File: config.mk
export PLATFORM = sky130hd
export DESIGN_NAME = msk_sbox_layer_sched
export DESIGN_NICKNAME = d
export VERILOG_FILES = /design/src/rtl/msk_sbox_layer_sched.sv
export SDC_FILE = /design/constraint.sdc
export NUM_CORES = 2
export LEC_CHECK = 0
export ABC_CLOCK_PERIOD_IN_PS = 3000
export CORE_AREA = 2 2 558 560
export DETAILED_ROUTE_END_ITERATION = 16
export DIE_AREA = 0 0 560 562
export PLACE_DENSITY_LB_ADDON = 0.1
export SLEW_MARGIN = 30
export SYNTH_ARGS = -nofsm -noshare
export SYNTH_HDL_FRONTEND = slang
export SYNTH_SLANG_ARGS = --single-unit
export TNS_END_PERCENT = 30
File: constraint.sdc
create_clock -name clk -period 3 [get_ports clk]
set_clock_uncertainty 0.2 [all_clocks]
set_input_delay 0.75 -clock clk [delete_from_list [all_inputs] [get_ports clk]]
set_output_delay 0.75 -clock clk [all_outputs]
set_load 0.02 [all_outputs]
File: src/rtl/msk_sbox_layer_sched.sv
// ---------------------------------------------------------------------------
// msk_sbox_layer_sched
//
// Masked Ascon S-box layer scheduler. Holds the 320-bit d-share masked state
// and streams PAR bit-columns per cycle into an external array of PAR
// pipelined masked S-boxes of fixed latency SBOX_LAT. Results come back
// SBOX_LAT cycles later and are written back in place. Fresh randomness is
// taken through a valid/ready handshake and forwarded alongside each column.
//
// Optional build macro: MSK_SBOX_SCHED_RC_EN
//   When defined, share 0 of x2 bits 0..7 is XORed with the round constant
//   captured at start while those columns are issued. The stored state
//   itself is never modified by the constant.
//
// Ports
//   clk, rst_n          clock (rising edge), async active-low reset
//   load, state_in      capture masked state (IDLE only)
//                       bit b of x_i, share s at index (i*64+b)*D+s
//   rc_in               round constant (optional feature only)
//   start               begin one S-box layer pass (IDLE, load low)
//   busy, done          pass in progress / one-cycle end-of-pass pulse
//   state_out           the state register
//   rnd_in, rnd_valid   fresh randomness and its valid
//   rnd_ready           randomness consumed this cycle
//   sb_in, sb_rnd       column and randomness to the S-box array
//                       lane k at [k*5*D +: 5*D], x_i at [k*5*D+i*D +: D]
//   sb_out              S-box array outputs, same lane layout as sb_in
// ---------------------------------------------------------------------------
module msk_sbox_layer_sched #(
    parameter int D        = 2,
    parameter int PAR      = 4,
    parameter int SBOX_LAT = 2,
    parameter int NRND     = D * (D - 1) / 2
) (
    input  logic                  clk,
    input  logic                  rst_n,
    input  logic                  load,
    input  logic [320*D-1:0]      state_in,
    input  logic [7:0]            rc_in,
    input  logic                  start,
    output logic                  busy,
    output logic                  done,
    output logic [320*D-1:0]      state_out,
    input  logic [PAR*5*NRND-1:0] rnd_in,
    input  logic                  rnd_valid,
    output logic                  rnd_ready,
    output logic [PAR*5*D-1:0]    sb_in,
    output logic [PAR*5*NRND-1:0] sb_rnd,
    input  logic [PAR*5*D-1:0]    sb_out
);

    localparam int NCOL = 64 / PAR;
    localparam int CW   = (NCOL > 1) ? $clog2(NCOL) : 1;
    localparam int SW   = 320 * D;
    localparam int LW   = 5 * D;

    localparam logic [1:0] ST_IDLE  = 2'd0;
    localparam logic [1:0] ST_ISSUE = 2'd1;
    localparam logic [1:0] ST_DRAIN = 2'd2;
    localparam logic [1:0] ST_DONE  = 2'd3;

    logic [1:0]                   fsm_r;
    logic [1:0]                   fsm_nx_s;
    logic [CW-1:0]                col_r;
    logic [CW-1:0]                col_nx_s;
    logic [SW-1:0]                state_r;
    logic [SW-1:0]                wb_state_s;
    logic [SBOX_LAT-1:0]          tag_v_r;
    logic [SBOX_LAT-1:0][CW-1:0]  tag_c_r;
    logic                         issue_s;
    logic                         pend_s;
    logic                         wb_s;
    logic [CW-1:0]                wb_col_s;
    logic [PAR*5*D-1:0]           col_data_s;

    // A column goes out only in ISSUE and only when randomness is available.
    assign issue_s   = (fsm_r == ST_ISSUE) && rnd_valid;
    assign wb_s      = tag_v_r[SBOX_LAT-1];
    assign wb_col_s  = tag_c_r[SBOX_LAT-1];

    assign busy      = (fsm_r == ST_ISSUE) || (fsm_r == ST_DRAIN);
    assign done      = (fsm_r == ST_DONE);
    assign rnd_ready = issue_s;
    assign state_out = state_r;
    // Bubbles drive zeros so no earlier column or randomness is replayed.
    assign sb_in     = issue_s ? col_data_s : '0;
    assign sb_rnd    = issue_s ? rnd_in : '0;

`ifdef MSK_SBOX_SCHED_RC_EN
    logic [7:0] rc_r;

    // Round constant captured when a pass is launched.
    always_ff @(posedge clk or negedge rst_n) begin
        if (!rst_n) begin
            rc_r <= 8'd0;
        end else if ((fsm_r == ST_IDLE) && start && !load) begin
            rc_r <= rc_in;
        end else begin
            rc_r <= rc_r;
        end
    end
`else
    logic rc_unused_s;
    assign rc_unused_s = ^rc_in;
`endif

    // Gather column col_r: lane k carries bit col_r*PAR+k of every word/share.
    always_comb begin
        col_data_s = '0;
        for (int c = 0; c < NCOL; c++) begin
            for (int k = 0; k < PAR; k++) begin
                for (int i = 0; i < 5; i++) begin
                    for (int s = 0; s < D; s++) begin
                        col_data_s[k*LW + i*D + s] = col_data_s[k*LW + i*D + s]
                            | (state_r[(i*64 + c*PAR + k)*D + s] & (col_r == CW'(c)));
                    end
                end
            end
        end
`ifdef MSK_SBOX_SCHED_RC_EN
        // Constant only touches share 0 of x2, so shares stay separated.
        for (int b = 0; b < 8; b++) begin
            col_data_s[(b % PAR)*LW + 2*D] = col_data_s[(b % PAR)*LW + 2*D]
                ^ (rc_r[b] & (col_r == CW'(b / PAR)));
        end
`endif
    end

    // Scatter the returning column back into its original bit positions.
    always_comb begin
        wb_state_s = state_r;
        for (int b = 0; b < 64; b++) begin
            for (int i = 0; i < 5; i++) begin
                for (int s = 0; s < D; s++) begin
                    if (wb_s && (wb_col_s == CW'(b / PAR))) begin
                        wb_state_s[(i*64 + b)*D + s] = sb_out[(b % PAR)*LW + i*D + s];
                    end else begin
                        wb_state_s[(i*64 + b)*D + s] = state_r[(i*64 + b)*D + s];
                    end
                end
            end
        end
    end

    // Valid tags still inside the array other than the one retiring now.
    always_comb begin
        pend_s = 1'b0;
        for (int t = 0; t < SBOX_LAT - 1; t++) begin
            pend_s = pend_s | tag_v_r[t];
        end
    end

    // Next-state and column counter logic.
    always_comb begin
        fsm_nx_s = fsm_r;
        col_nx_s = col_r;
        case (fsm_r)
            ST_IDLE: begin
                if (start && !load) begin
                    fsm_nx_s = ST_ISSUE;
                    col_nx_s = '0;
                end else begin
                    fsm_nx_s = ST_IDLE;
                    col_nx_s = col_r;
                end
            end
            ST_ISSUE: begin
                if (issue_s && (col_r == CW'(NCOL - 1))) begin
                    fsm_nx_s = ST_DRAIN;
                    col_nx_s = col_r;
                end else if (issue_s) begin
                    fsm_nx_s = ST_ISSUE;
                    col_nx_s = col_r + CW'(1);
                end else begin
                    fsm_nx_s = ST_ISSUE;
                    col_nx_s = col_r;
                end
            end
            ST_DRAIN: begin
                // The tag in the last slot retires on this same edge.
                if (!pend_s) begin
                    fsm_nx_s = ST_DONE;
                end else begin
                    fsm_nx_s = ST_DRAIN;
                end
            end
            ST_DONE: begin
                fsm_nx_s = ST_IDLE;
            end
            default: begin
                fsm_nx_s = ST_IDLE;
                col_nx_s = '0;
            end
        endcase
    end

    // FSM state and column counter registers.
    always_ff @(posedge clk or negedge rst_n) begin
        if (!rst_n) begin
            fsm_r <= ST_IDLE;
            col_r <= '0;
        end else begin
            fsm_r <= fsm_nx_s;
            col_r <= col_nx_s;
        end
    end

    // Tag pipeline mirrors the array latency; it advances every cycle
    // because the array itself has no enable.
    always_ff @(posedge clk or negedge rst_n) begin
        if (!rst_n) begin
            tag_v_r <= '0;
            tag_c_r <= '0;
        end else begin
            tag_v_r[0] <= issue_s;
            tag_c_r[0] <= col_r;
            for (int t = 1; t < SBOX_LAT; t++) begin
                tag_v_r[t] <= tag_v_r[t-1];
                tag_c_r[t] <= tag_c_r[t-1];
            end
        end
    end

    // State register: load in IDLE, otherwise in-place column writeback.
    always_ff @(posedge clk or negedge rst_n) begin
        if (!rst_n) begin
            state_r <= '0;
        end else if ((fsm_r == ST_IDLE) && load) begin
            state_r <= state_in;
        end else begin
            state_r <= wb_state_s;
        end
    end

endmodule

==> impl_metrics.env <==
export IMPL_status="finished with violations"
export IMPL_violations="negative setup slack"
export IMPL_die_height_um=562
export IMPL_power_density_mw_per_mm2=1200
export IMPL_cts_sinks=656
export IMPL_cts_root_buffer_cell="clkbuf_16"
export IMPL_path_buf_inv=5
export IMPL_wl_per_cell_um=36.6
export IMPL_syn_area_mm2=0.0350
export IMPL_portBuffers=1407
export IMPL_critPathMostFrequentCell="buf_12"
export IMPL_initial_utilization=0.113
export IMPL_min_period_ps=4100
export IMPL_drc=0
export IMPL_grt_pass1_vias=39500
export IMPL_yosysMostFrequentCell="mux2i_1"
export IMPL_leakage_uw=0.0276
export IMPL_area_growth_pct=86.7
export IMPL_worst_path_max_fanout=5
export IMPL_min_path_type="register to register"
export IMPL_worst_slew_pin_slew_ps=848
export IMPL_start_kind="register"
export IMPL_clk_pin_slew_ps=60
export IMPL_cts_path_max_buffers=4
export IMPL_grt_pass1_wl_um=441000
export IMPL_firstDrtPassIters=6
export IMPL_yosysSeqAreaShare=0.469
export IMPL_drive_gt1_frac=0.211
export IMPL_yosysUniqueCellTypes=40
export IMPL_maxClockFrequency_ghz=0.244
export IMPL_crit_required_ps=2050
export IMPL_dieWidth_um=560
export IMPL_vdd_ir_drop_max_v=0.000439
export IMPL_row_count=204
export IMPL_antenna_found_initial=111
export IMPL_synth_area_leaders="dfrtp_1, mux2i_1, o21ai_0"
export IMPL_cts_buffers_inserted=103
export IMPL_slowest_delay_ps=420
export IMPL_nets=5990
export IMPL_track_usage=0.211
export IMPL_timing_hold_ws_ps=147
export IMPL_max_cap_violations=0
export IMPL_wl_um=347000
export IMPL_drt_initial_drc_count=2622
export IMPL_finalCritPeriodShare=1.37
export IMPL_async_flop_share=1.00
export IMPL_core_area_mm2=0.308
export IMPL_grt_overflow_total=0
export IMPL_final_max_slew_viol_count=0
export IMPL_worstSetupPathType="register to primary output"
export IMPL_crit_slowest_cell="dfrtp_1"
export IMPL_io_pins=1416
export IMPL_finalHoldViolCount=0
export IMPL_synth_top_area_cell="dfrtp_1"
export IMPL_setup_ws_ps=-1100
export IMPL_ys_warn_count=0
export IMPL_max_slew_margin_rel=0.435
export IMPL_cp_end_kind="primary output"
export IMPL_setup_viol=60
export IMPL_arrival_ps=3150
export IMPL_viasPerCell=4.02
export IMPL_vias=38100
export IMPL_cts_max_level=3
export IMPL_grt_max_degree=101
export IMPL_gp_congestion=0.828
export IMPL_critPathTopFamily="buffers and inverters"
export IMPL_antenna_left=0
export IMPL_rsz0062_at_grt="true"
export IMPL_critical_path_cell_chain="buf_6 -> ha_4 -> buf_12 -> buf_12 -> clkbuf_16 -> a222oi_1 -> nand3_2 -> o211ai_1 -> a21oi_1 -> buf_4"
export IMPL_hpwl_um=272000
export IMPL_cts_tree="built"
export IMPL_ys_ff_latch=656
export IMPL_synth_edf_count=0
export IMPL_tns_ps=-43110
export IMPL_yosysTopAreaCellShare=0.469
export IMPL_synthCells=3599
export IMPL_synth_main_ff_cell="dfrtp_1"
export IMPL_synth_nets=4320
export IMPL_insertion_delay_ps=840
export IMPL_synth_commonest_cells="mux2i_1, dfrtp_1, nand2_1, o21ai_0, clkbuf_1"
export IMPL_dieArea_mm2=0.315
export IMPL_synth_area_per_cell_um2=9.72
[cells in the final DEF, fill, tap and decap left out, types with 8 or more instances in the layout]
cell / instances
a21oi_1: 8
a21oi_2: 18
a21oi_4: 17
a22o_1: 36
a22oi_1: 52
a22oi_2: 105
a311oi_1: 8
a311oi_2: 20
a311oi_4: 10
a31oi_1: 12
a31oi_2: 11
a31oi_4: 16
and3_1: 31
and3_4: 29
buf_12: 137
buf_16: 27
buf_2: 13
buf_4: 326
buf_6: 85
buf_8: 26
clkbuf_1: 33
clkbuf_16: 110
clkbuf_8: 23
clkdlybuf4s50_1: 1041
dfrtp_1: 641
dfrtp_2: 13
diode_2: 30
dlygate4sd2_1: 82
dlymetal6s2s_1: 184
mux2i_1: 704
mux2i_4: 11
nand2_1: 645
nor2_4: 10
o21ai_0: 499
o21ai_1: 145
o22ai_1: 25
o22ai_2: 37
o22ai_4: 14
o2bb2ai_1: 26
[stage by stage]
step                cell area, um2  power (uW)  cells  setup WS, ps  utilization
global route                 65200       82200   9471         -1240        0.212
CTS                          63600       78400   9441         -1220        0.206
global placement             57400       61600   9222         -1270        0.186
floorplan                    35000       32000   3599           155            -
finish                       65300       78300   9493         -1100        0.212
detailed placement           57400       61400   9222         -1060        0.186
[what timing repair did]
| action | in CTS | in global routing |
|---|---|---|
| pin swaps | 108 | 78 |
| cloned | 16 | 5 |
| setup endpoints to repair | 335 | 241 |
| hold buffers | 1 | 0 |
| buffers inserted | 48 | 30 |
| resized for setup | 649 | 362 |
| hold endpoints to repair | 21 | 0 |
[cell type report]
type,count,area (um2)
tap,4120,5150
multi-input combinational,2569,19300
timing repair buffer,1929,20900
clock buffer,161,3070
fill,34000,243000
sequential,656,16400
inverter,10,45.0
clock inverter,18,236
antenna,30,75.1
[logic make-up after synthesis]
family                   Yosys count  synth area share
adder cells (fa/ha/maj)            8           0.00286
buffers and inverters            374            0.0498
multiplexers                     721             0.206
AND/OR/NAND/NOR                  752            0.0871
AO/OA/AOI/OAI                   1088             0.185
flip-flops                       656             0.469
[power breakdown]
| group | internal, uW | leakage, uW | switching (uW) |
|---|---|---|---|
| Sequential | 13100 | 0.00806 | 6760 |
| Combinational | 19200 | 0.0180 | 26700 |
| Clock | 7380 | 0.00162 | 5180 |
| Total | 39700 | 0.0276 | 38700 |
[metal layers]
metal	wire length [um]	track usage	vias to the layer above
met3	29000	0.0678	316
met2	154000	0.328	1586
li1	-	-	16400
met1	157000	0.285	19700
met4	7330	0.0401	66
met5	425	0	-
[sequential cells by signal (all words and copies together), names as in the netlist, named ones only]
register	flops
wb_col_s	4
state_out	640
tag_v_r	2
tag_c_r	4
fsm_r	1
col_r	4
[worst paths after layout]
path	cells past startpoint	endpoint	from	slack (ps)
worst max-delay path	10	sb_in[38]	col_r[1]$_DFFE_PN0P_	-1100
worst min-delay path	0	wb_col_s[2]$_DFF_PN0_	tag_c_r[2]$_DFF_PN0_	150
worst max register to register	11	col_r[2]$_DFFE_PN0P_	col_r[1]$_DFFE_PN0P_	90
worst min register to register	0	wb_col_s[2]$_DFF_PN0_	tag_c_r[2]$_DFF_PN0_	150
max in group asynchronous	3	state_out[403]$_DFFE_PN0P_	rst_n	1290
min in group asynchronous	2	state_out[477]$_DFFE_PN0P_	rst_n	210
No activity file was read; power rests on OpenSTA's default activity.
